==> src/rtl/mem_stage_pipe.sv <==
// NaiveMIPS memory/writeback stage.
// Issues loads/stores on an SRAM-like req/addr_ok/data_ok bus, applies load
// extension and LWL/LWR merge, and carries results through STAGES registers.
// Optional build macro: MEM_ALIGN_EXC_EN (raise adel/ades instead of masking
// misaligned addresses).
module mem_stage_pipe #(
    parameter int STAGES = 1,
    parameter int T_W    = 4,
    parameter int PC_W   = 32
) (
    input  logic            Clk,
    input  logic            Clr,
    input  logic            exp_flush,
    input  logic            e_valid,
    input  logic [PC_W-1:0] e_pc,
    input  logic [31:0]     e_data,
    input  logic            e_mem,
    input  logic [3:0]      e_ls_type,
    input  logic [4:0]      e_rt_id,
    input  logic [31:0]     e_rt_value,
    input  logic            e_wreg_en,
    input  logic [4:0]      e_reg_id,
    input  logic [T_W-1:0]  e_t,
    output logic            stall,
    output logic            req,
    output logic            wr,
    output logic [1:0]      size,
    output logic [31:0]     addr,
    output logic [31:0]     wdata,
    output logic [3:0]      wstrb,
    input  logic            addr_ok,
    input  logic            data_ok,
    input  logic [31:0]     rdata,
    output logic            m_wreg_en,
    output logic [3:0]      m_reg_be,
    output logic [4:0]      m_reg_id,
    output logic [31:0]     m_data,
    output logic [PC_W-1:0] m_pc,
    output logic [T_W-1:0]  m_t
`ifdef MEM_ALIGN_EXC_EN
    ,
    output logic            adel,
    output logic            ades,
    output logic [31:0]     badvaddr
`endif
);

    localparam logic [3:0] LS_LB  = 4'd0,  LS_LBU = 4'd1,  LS_LH  = 4'd2,
                           LS_LHU = 4'd3,  LS_LW  = 4'd4,  LS_LWL = 4'd5,
                           LS_LWR = 4'd6,  LS_SB  = 4'd8,  LS_SH  = 4'd9,
                           LS_SW  = 4'd10, LS_SWL = 4'd11, LS_SWR = 4'd12;

    typedef enum logic [1:0] {IDLE, WAIT_ADDR, WAIT_DATA, DRAIN} state_t;

    typedef struct packed {
        logic        wr;
        logic [1:0]  size;
        logic [31:0] addr;
        logic [31:0] wdata;
        logic [3:0]  wstrb;
    } bus_req_t;

    typedef struct packed {
        logic [3:0]      ls_type;
        logic [1:0]      off;
        logic            wreg_en;
        logic [4:0]      reg_id;
        logic [PC_W-1:0] pc;
        logic [T_W-1:0]  t;
    } op_t;

    typedef struct packed {
        logic            wreg_en;
        logic [3:0]      be;
        logic [4:0]      reg_id;
        logic [31:0]     data;
        logic [PC_W-1:0] pc;
        logic [T_W-1:0]  t;
    } stage_t;

    function automatic logic [T_W-1:0] t_dec(input logic [T_W-1:0] t);
        return (t == '0) ? '0 : t - T_W'(1);
    endfunction

    // {byte enables, data} for a load result
    function automatic logic [35:0] ld_ext(input logic [3:0] ty, input logic [1:0] off,
                                           input logic [31:0] rd);
        logic [31:0] lane;
        logic [1:0]  noff;
        lane = rd >> {off, 3'b000};
        noff = 2'd3 - off;
        case (ty)
            LS_LB:   return {4'hF, {24{lane[7]}}, lane[7:0]};
            LS_LBU:  return {4'hF, 24'h0, lane[7:0]};
            LS_LH:   return {4'hF, {16{lane[15]}}, lane[15:0]};
            LS_LHU:  return {4'hF, 16'h0, lane[15:0]};
            LS_LWL:  return {4'hF << noff, rd << {noff, 3'b000}};
            LS_LWR:  return {4'hF >> off, rd >> {off, 3'b000}};
            default: return {4'hF, rd};
        endcase
    endfunction

    state_t      state;
    bus_req_t    ereq, pend_req, cur_req;
    op_t         e_op, pend_op, cur_op;
    stage_t      stg [1:STAGES];
    stage_t      s1_d;
    logic [31:0] rt_fwd;
    logic [1:0]  e_off;
    logic        is_ld, is_st, mem_op, mis, issue, complete;
    logic [35:0] ld_res;

    // classify the E op
    always_comb begin
        is_ld  = (e_ls_type <= LS_LWR);
        is_st  = (e_ls_type >= LS_SB) && (e_ls_type <= LS_SWR);
        mem_op = e_valid && e_mem && (is_ld || is_st);
`ifdef MEM_ALIGN_EXC_EN
        mis = mem_op &&
              ((((e_ls_type == LS_LH) || (e_ls_type == LS_LHU) || (e_ls_type == LS_SH)) && e_data[0]) ||
               (((e_ls_type == LS_LW) || (e_ls_type == LS_SW)) && (e_data[1:0] != 2'b00)));
`else
        mis = 1'b0;
`endif
    end

`ifdef MEM_ALIGN_EXC_EN
    assign adel     = mis && is_ld && !exp_flush;
    assign ades     = mis && is_st && !exp_flush;
    assign badvaddr = e_data;
`endif

    // store data comes from the youngest in-flight writer of rt; stage 1 wins
    always_comb begin
        rt_fwd = e_rt_value;
        for (int k = STAGES; k >= 1; k--) begin
            if (stg[k].wreg_en && (stg[k].reg_id == e_rt_id) && (e_rt_id != 5'd0))
                rt_fwd = stg[k].data;
        end
    end

    // bus request fields derived from the E op; low bits masked to natural alignment
    always_comb begin
        ereq    = '0;
        e_off   = e_data[1:0];
        ereq.wr = is_st;
        case (e_ls_type)
            LS_LH, LS_LHU, LS_SH: begin
                ereq.size = 2'd1;
                e_off     = {e_data[1], 1'b0};
            end
            LS_LW, LS_SW: begin
                ereq.size = 2'd2;
                e_off     = 2'd0;
            end
            LS_LWL, LS_LWR, LS_SWL, LS_SWR: ereq.size = 2'd2;
            default: ereq.size = 2'd0;
        endcase
        case (ereq.size)
            2'd1:    ereq.addr = {e_data[31:1], 1'b0};
            2'd2:    ereq.addr = {e_data[31:2], 2'b00};
            default: ereq.addr = e_data;
        endcase
        case (e_ls_type)
            LS_SB: begin
                ereq.wdata = rt_fwd << {e_off, 3'b000};
                ereq.wstrb = 4'h1 << e_off;
            end
            LS_SH: begin
                ereq.wdata = rt_fwd << {e_off, 3'b000};
                ereq.wstrb = 4'h3 << e_off;
            end
            LS_SW: begin
                ereq.wdata = rt_fwd;
                ereq.wstrb = 4'hF;
            end
            LS_SWL: begin
                ereq.wdata = rt_fwd >> {2'd3 - e_off, 3'b000};
                ereq.wstrb = 4'hF >> (2'd3 - e_off);
            end
            LS_SWR: begin
                ereq.wdata = rt_fwd << {e_off, 3'b000};
                ereq.wstrb = 4'hF << e_off;
            end
            default: begin
                ereq.wdata = 32'h0;
                ereq.wstrb = 4'h0;
            end
        endcase
        e_op = '{ls_type: e_ls_type, off: e_off, wreg_en: e_wreg_en,
                 reg_id: e_reg_id, pc: e_pc, t: e_t};
    end

    // handshake: live E fields in IDLE, latched fields while a transaction is open
    always_comb begin
        cur_req  = (state == IDLE) ? ereq : pend_req;
        cur_op   = (state == IDLE) ? e_op : pend_op;
        issue    = (state == IDLE) && mem_op && !exp_flush && !mis;
        req      = issue || ((state == WAIT_ADDR) && !exp_flush);
        complete = (issue && addr_ok && data_ok) ||
                   ((state == WAIT_ADDR) && !exp_flush && addr_ok && data_ok) ||
                   ((state == WAIT_DATA) && !exp_flush && data_ok);
        stall    = (mem_op && !exp_flush && !mis && !complete) ||
                   ((state == DRAIN) && mem_op && !mis);
        wr       = cur_req.wr;
        size     = cur_req.size;
        addr     = cur_req.addr;
        wdata    = cur_req.wdata;
        wstrb    = cur_req.wstrb;
    end

    // bus state machine; latches the request so it stays stable across waits
    always_ff @(posedge Clk or posedge Clr) begin
        if (Clr) begin
            state    <= IDLE;
            pend_req <= '0;
            pend_op  <= '0;
        end else begin
            case (state)
                IDLE: if (issue) begin
                    pend_req <= ereq;
                    pend_op  <= e_op;
                    if (addr_ok && data_ok) state <= IDLE;
                    else if (addr_ok)       state <= WAIT_DATA;
                    else                    state <= WAIT_ADDR;
                end
                WAIT_ADDR: begin
                    if (exp_flush)    state <= IDLE;
                    else if (addr_ok) state <= data_ok ? IDLE : WAIT_DATA;
                end
                WAIT_DATA: begin
                    if (data_ok)        state <= IDLE;
                    else if (exp_flush) state <= DRAIN;
                end
                DRAIN: if (data_ok) state <= IDLE;
                default: state <= IDLE;
            endcase
        end
    end

    // next stage-1 contents: load/store completion, ALU result, or bubble
    always_comb begin
        s1_d   = '0;
        ld_res = ld_ext(cur_op.ls_type, cur_op.off, rdata);
        if (complete) begin
            s1_d.pc = cur_op.pc;
            s1_d.t  = t_dec(cur_op.t);
            if (cur_op.ls_type <= LS_LWR) begin
                s1_d.wreg_en = cur_op.wreg_en;
                s1_d.reg_id  = cur_op.reg_id;
                s1_d.be      = ld_res[35:32];
                s1_d.data    = ld_res[31:0];
            end
        end else if (e_valid && !mem_op && !exp_flush) begin
            s1_d.wreg_en = e_wreg_en;
            s1_d.reg_id  = e_reg_id;
            s1_d.be      = 4'hF;
            s1_d.data    = e_data;
            s1_d.pc      = e_pc;
            s1_d.t       = t_dec(e_t);
        end else if (mis && !exp_flush) begin
            s1_d.pc = e_pc;
        end
    end

    // result pipeline; flush empties every stage
    always_ff @(posedge Clk or posedge Clr) begin
        if (Clr) begin
            for (int k = 1; k <= STAGES; k++) stg[k] <= '0;
        end else if (exp_flush) begin
            for (int k = 1; k <= STAGES; k++) stg[k] <= '0;
        end else begin
            stg[1] <= s1_d;
            for (int k = 2; k <= STAGES; k++) begin
                stg[k]   <= stg[k-1];
                stg[k].t <= t_dec(stg[k-1].t);
            end
        end
    end

    assign m_wreg_en = stg[STAGES].wreg_en;
    assign m_reg_be  = stg[STAGES].be;
    assign m_reg_id  = stg[STAGES].reg_id;
    assign m_data    = stg[STAGES].data;
    assign m_pc      = stg[STAGES].pc;
    assign m_t       = stg[STAGES].t;

endmodule

==> config.mk <==
export PLATFORM = sky130hd
export DESIGN_NAME = mem_stage_pipe
export DESIGN_NICKNAME = d
export VERILOG_FILES = /design/src/rtl/mem_stage_pipe.sv
export SDC_FILE = /design/constraint.sdc
export NUM_CORES = 1
export LEC_CHECK = 0
export CAP_MARGIN = 20
export CORE_MARGIN = 8
export CORE_UTILIZATION = 45
export CTS_BUF_LIST = sky130_fd_sc_hd__clkbuf_2 sky130_fd_sc_hd__clkbuf_4 sky130_fd_sc_hd__clkbuf_8
export DETAILED_ROUTE_END_ITERATION = 10
export GPL_ROUTABILITY_DRIVEN = 1
export PLACE_DENSITY_LB_ADDON = 0.25
export SLEW_MARGIN = 10
export SYNTH_ARGS = -nofsm -noshare
export SYNTH_HDL_FRONTEND = slang
export SYNTH_SLANG_ARGS = --single-unit
==> constraint.sdc <==
create_clock -name Clk -period 9.1 [get_ports Clk]
set_input_delay 1.82 -clock Clk [delete_from_list [all_inputs] [get_ports Clk]]
set_output_delay 1.82 -clock Clk [all_outputs]
set_load 0.05 [all_outputs]
==> flow_metrics.tcl <==
set metrics [dict create \
    outcome "completed" \
    drv_cap 0 \
    synth-compound-area-share_pct 22.87 \
    slew_violations 0 \
    rr_endpoint "m_data[16]$_DFF_PP0_" \
    synthesis.nets 1508 \
    core_region_area_um2 25040 \
    antenna_found_initial 5 \
    ff2ff_path_depth 9 \
    synth-simple-area-share_pct 20.31 \
    io_pins 305 \
    crit_required_ns 7.28 \
    synth_fa_ha_area_share_pct 0.7477 \
    nFillCells 2230 \
    ys_seq_area_share_pct 43.76 \
    nets 1759 \
    area_growth_pct 32.73 \
    dr.pass1.iters 8 \
    multi_input_area_um2 6016 \
    highest_layer "met4" \
    initial_core_util_pct 45.45 \
    synth_mux_area_share_pct 8.125 \
    min_period_ns 7.481 \
    holdWs_ns 0.4910 \
    yosysUniqueCellTypes 70 \
    clk_pin_slew_ns 0.11 \
    reg2reg_slack_ns 4.59 \
    die_x_um 175.0 \
    cts_buffers 17 \
    grt_max_degree 124 \
    met3_length_um 4033 \
    vdd_ir_drop_max_mv 0.1287 \
    critPathKind "primary input to output pin" \
    dieArea_um2 30630 \
    clock_skew_ns 0.03064 \
    fin_util_pct 60.33 \
    routed_wl_um 42870 \
    grt_first_pass_wirelength_um 65730 \
    grt_pass1_vias 11200 \
    die_height_um 175.0 \
    setup_ws_ns 1.619 \
    cts_tree "built" \
    layout-drive-gt1-share_pct 5.831 \
    synthArstFlopShare_pct 100.0 \
    track_usage_pct 27.15 \
    cts.htree.levels 4 \
    regArea_um2 4980 \
    setup_violations 0 \
    crit_fanout 26 \
    rr_startpoint "state[1]$_DFFE_PP0P_" \
    netlist_area_um2 11380 \
    crit_start "e_ls_type[1]" \
    vias 11620 \
    wl_met1_um 17110 \
    power.density_nw_per_um2 160.0 \
    dp_slack_ns 1.711 \
    synth-edff-count 0 \
    ys_warn_count 0 \
    crit_path_end "wdata[7]" \
    hold_viol 0 \
    clock-sinks 199 \
    worst_pin_slew_ns 1.111 \
    power_leakage_nw 6.564 \
    routabilityCongestion 1.003 \
    cp-start-kind "primary input" \
    insertion_delay_ns 0.51 \
    cts_hold_buffers 0 \
    ys_ff_latch 199 \
    drc 0 \
    synth_top_family_by_area "compound AO/OA/AOI/OAI gates" \
    hp-class "flip-flop to flip-flop" \
    row_count 58 \
    wl_met2_um 20430 \
    syn_inst 1348 \
    fin_area_um2 15100 \
    cts_resized 0 \
    max_slew_margin_pct 25.93 \
    avgRoutedWirePerCell_um 22.02 \
    dp.cells 1909 \
    max_freq_mhz 133.7 \
    cts_buffer_depth 2 \
    root_buffer "clkbuf_8" \
    ant_nets 0 \
    synth_xor_area_share_pct 0.4618 \
    hpwlAfterDp_um 30840 \
    gr-total-overflow 0 \
    via_per_inst 5.969 \
    syn_avg_cell_area_um2 8.442 \
    dpl_cell_area_um2 14650 \
    crit_arrival_ns 5.66 \
    final_common_cell "nand2_1" \
    fin_crit_sh_pct 82.21 \
    first_iter_violations 1303 \
    final_cell_mix "441 x nand2_1, 304 x clkdlybuf4s50_1, 199 x dfrtp_1" \
    cts_setup_buffers 0 \
    worst_setup_path_end_kind "output pin" \
    port_buffers 304 \
    total_power_mw 2.417 \
    synth_ff_type "dfrtp_1" \
    rsz0062_at_grt "no" \
    fin_setup_tns_ns 0 \
    final_cells 1947 \
]
cells by family (layout without fill, tap and decap cells):
kind of cell    after synthesis  count (layout)
compound gates              376             376
fa+ha+maj                     7               7
mux                          89              89
xor+xnor                      6               6
flops                       199             199
other cells                   0               5
simple gates                564             564
buf+inv                     107             371
worst max-delay path: stages:
cell and delay (ns):
clkdlybuf4s50_1 1.03, and3b_1 0.47, o21ai_0 0.15, nand2_1 0.37, buf_4 0.32, mux2i_1 0.39
a221o_1 0.28, clkdlybuf4s50_1 0.82
state kept, by name, summed over array words and instances, names as in the netlist:
register and cells:
m_data 32, m_pc 32, m_reg_be 4, m_reg_id 5, m_t 4, m_wreg_en 1
pend_op 48, pend_req 71, state 2
cells in the mapped netlist, types with 8 or more instances:
cell / count / share of area (%)
o22ai_1: 36 / 2.0
buf_1: 8 / 0.26
nand2_1: 442 / 15
dfrtp_1: 199 / 44
a2bb2oi_1: 8 / 0.62
o21ai_0: 143 / 6.3
a222oi_1: 8 / 0.70
a22o_1: 48 / 3.7
a21oi_1: 22 / 0.97
mux2_2: 17 / 1.7
mux2i_1: 71 / 6.2
nand3_1: 11 / 0.48
nor3_1: 22 / 0.97
clkbuf_1: 65 / 2.1
nand2b_1: 9 / 0.49
a221o_1: 34 / 3.0
a22oi_1: 14 / 0.92
buf_2: 15 / 0.66
o211ai_1: 12 / 0.79
inv_1: 18 / 0.59
nor2_1: 42 / 1.4
worst min-delay path by stage:
stage                                          end  slack [ns]                      from  cells past startpoint
final                      pend_op[40]$_DFFE_PP0P_        0.49   pend_op[40]$_DFFE_PP0P_                      2
after global routing       pend_op[34]$_DFFE_PP0P_        0.50   pend_op[34]$_DFFE_PP0P_                      2
after CTS                 pend_req[70]$_DFFE_PP0P_        0.49  pend_req[70]$_DFFE_PP0P_                      2
after detailed placement  pend_req[52]$_DFFE_PP0P_        0.46  pend_req[52]$_DFFE_PP0P_                      2
after global placement    pend_req[59]$_DFFE_PP0P_        0.46  pend_req[59]$_DFFE_PP0P_                      2
after floorplan           pend_req[38]$_DFFE_PP0P_        0.45  pend_req[38]$_DFFE_PP0P_                      2
layer usage:
metal | global-route usage, % | up-vias
met2 | 42.94 | 650
li1 | - | 5299
met5 | 0 | -
met3 | 7.339 | 103
met4 | 11.09 | 0
met1 | 34.73 | 5570
power breakdown:
group / internal, mW / total, mW / switching (mW) / leakage, nW
clock: 0.223 / 0.625 / 0.402 / 0.217
combinational: 0.263 / 0.732 / 0.469 / 3.73
sequential: 0.993 / 1.06 / 0.0664 / 2.62
total: 1.48 / 2.42 / 0.938 / 6.56
layout make-up:
type	instances	area share [%]
Antenna cell	5	0.08284
Clock buffer	17	1.549
Clock inverter	15	1.350
Inverter	18	0.4970
Multi-Input combinational cell	1042	39.83
Sequential cell	199	32.97
Tap cell	330	2.734
Timing Repair Buffer	321	20.99
Note: power is estimated with default switching activity, not from simulation.
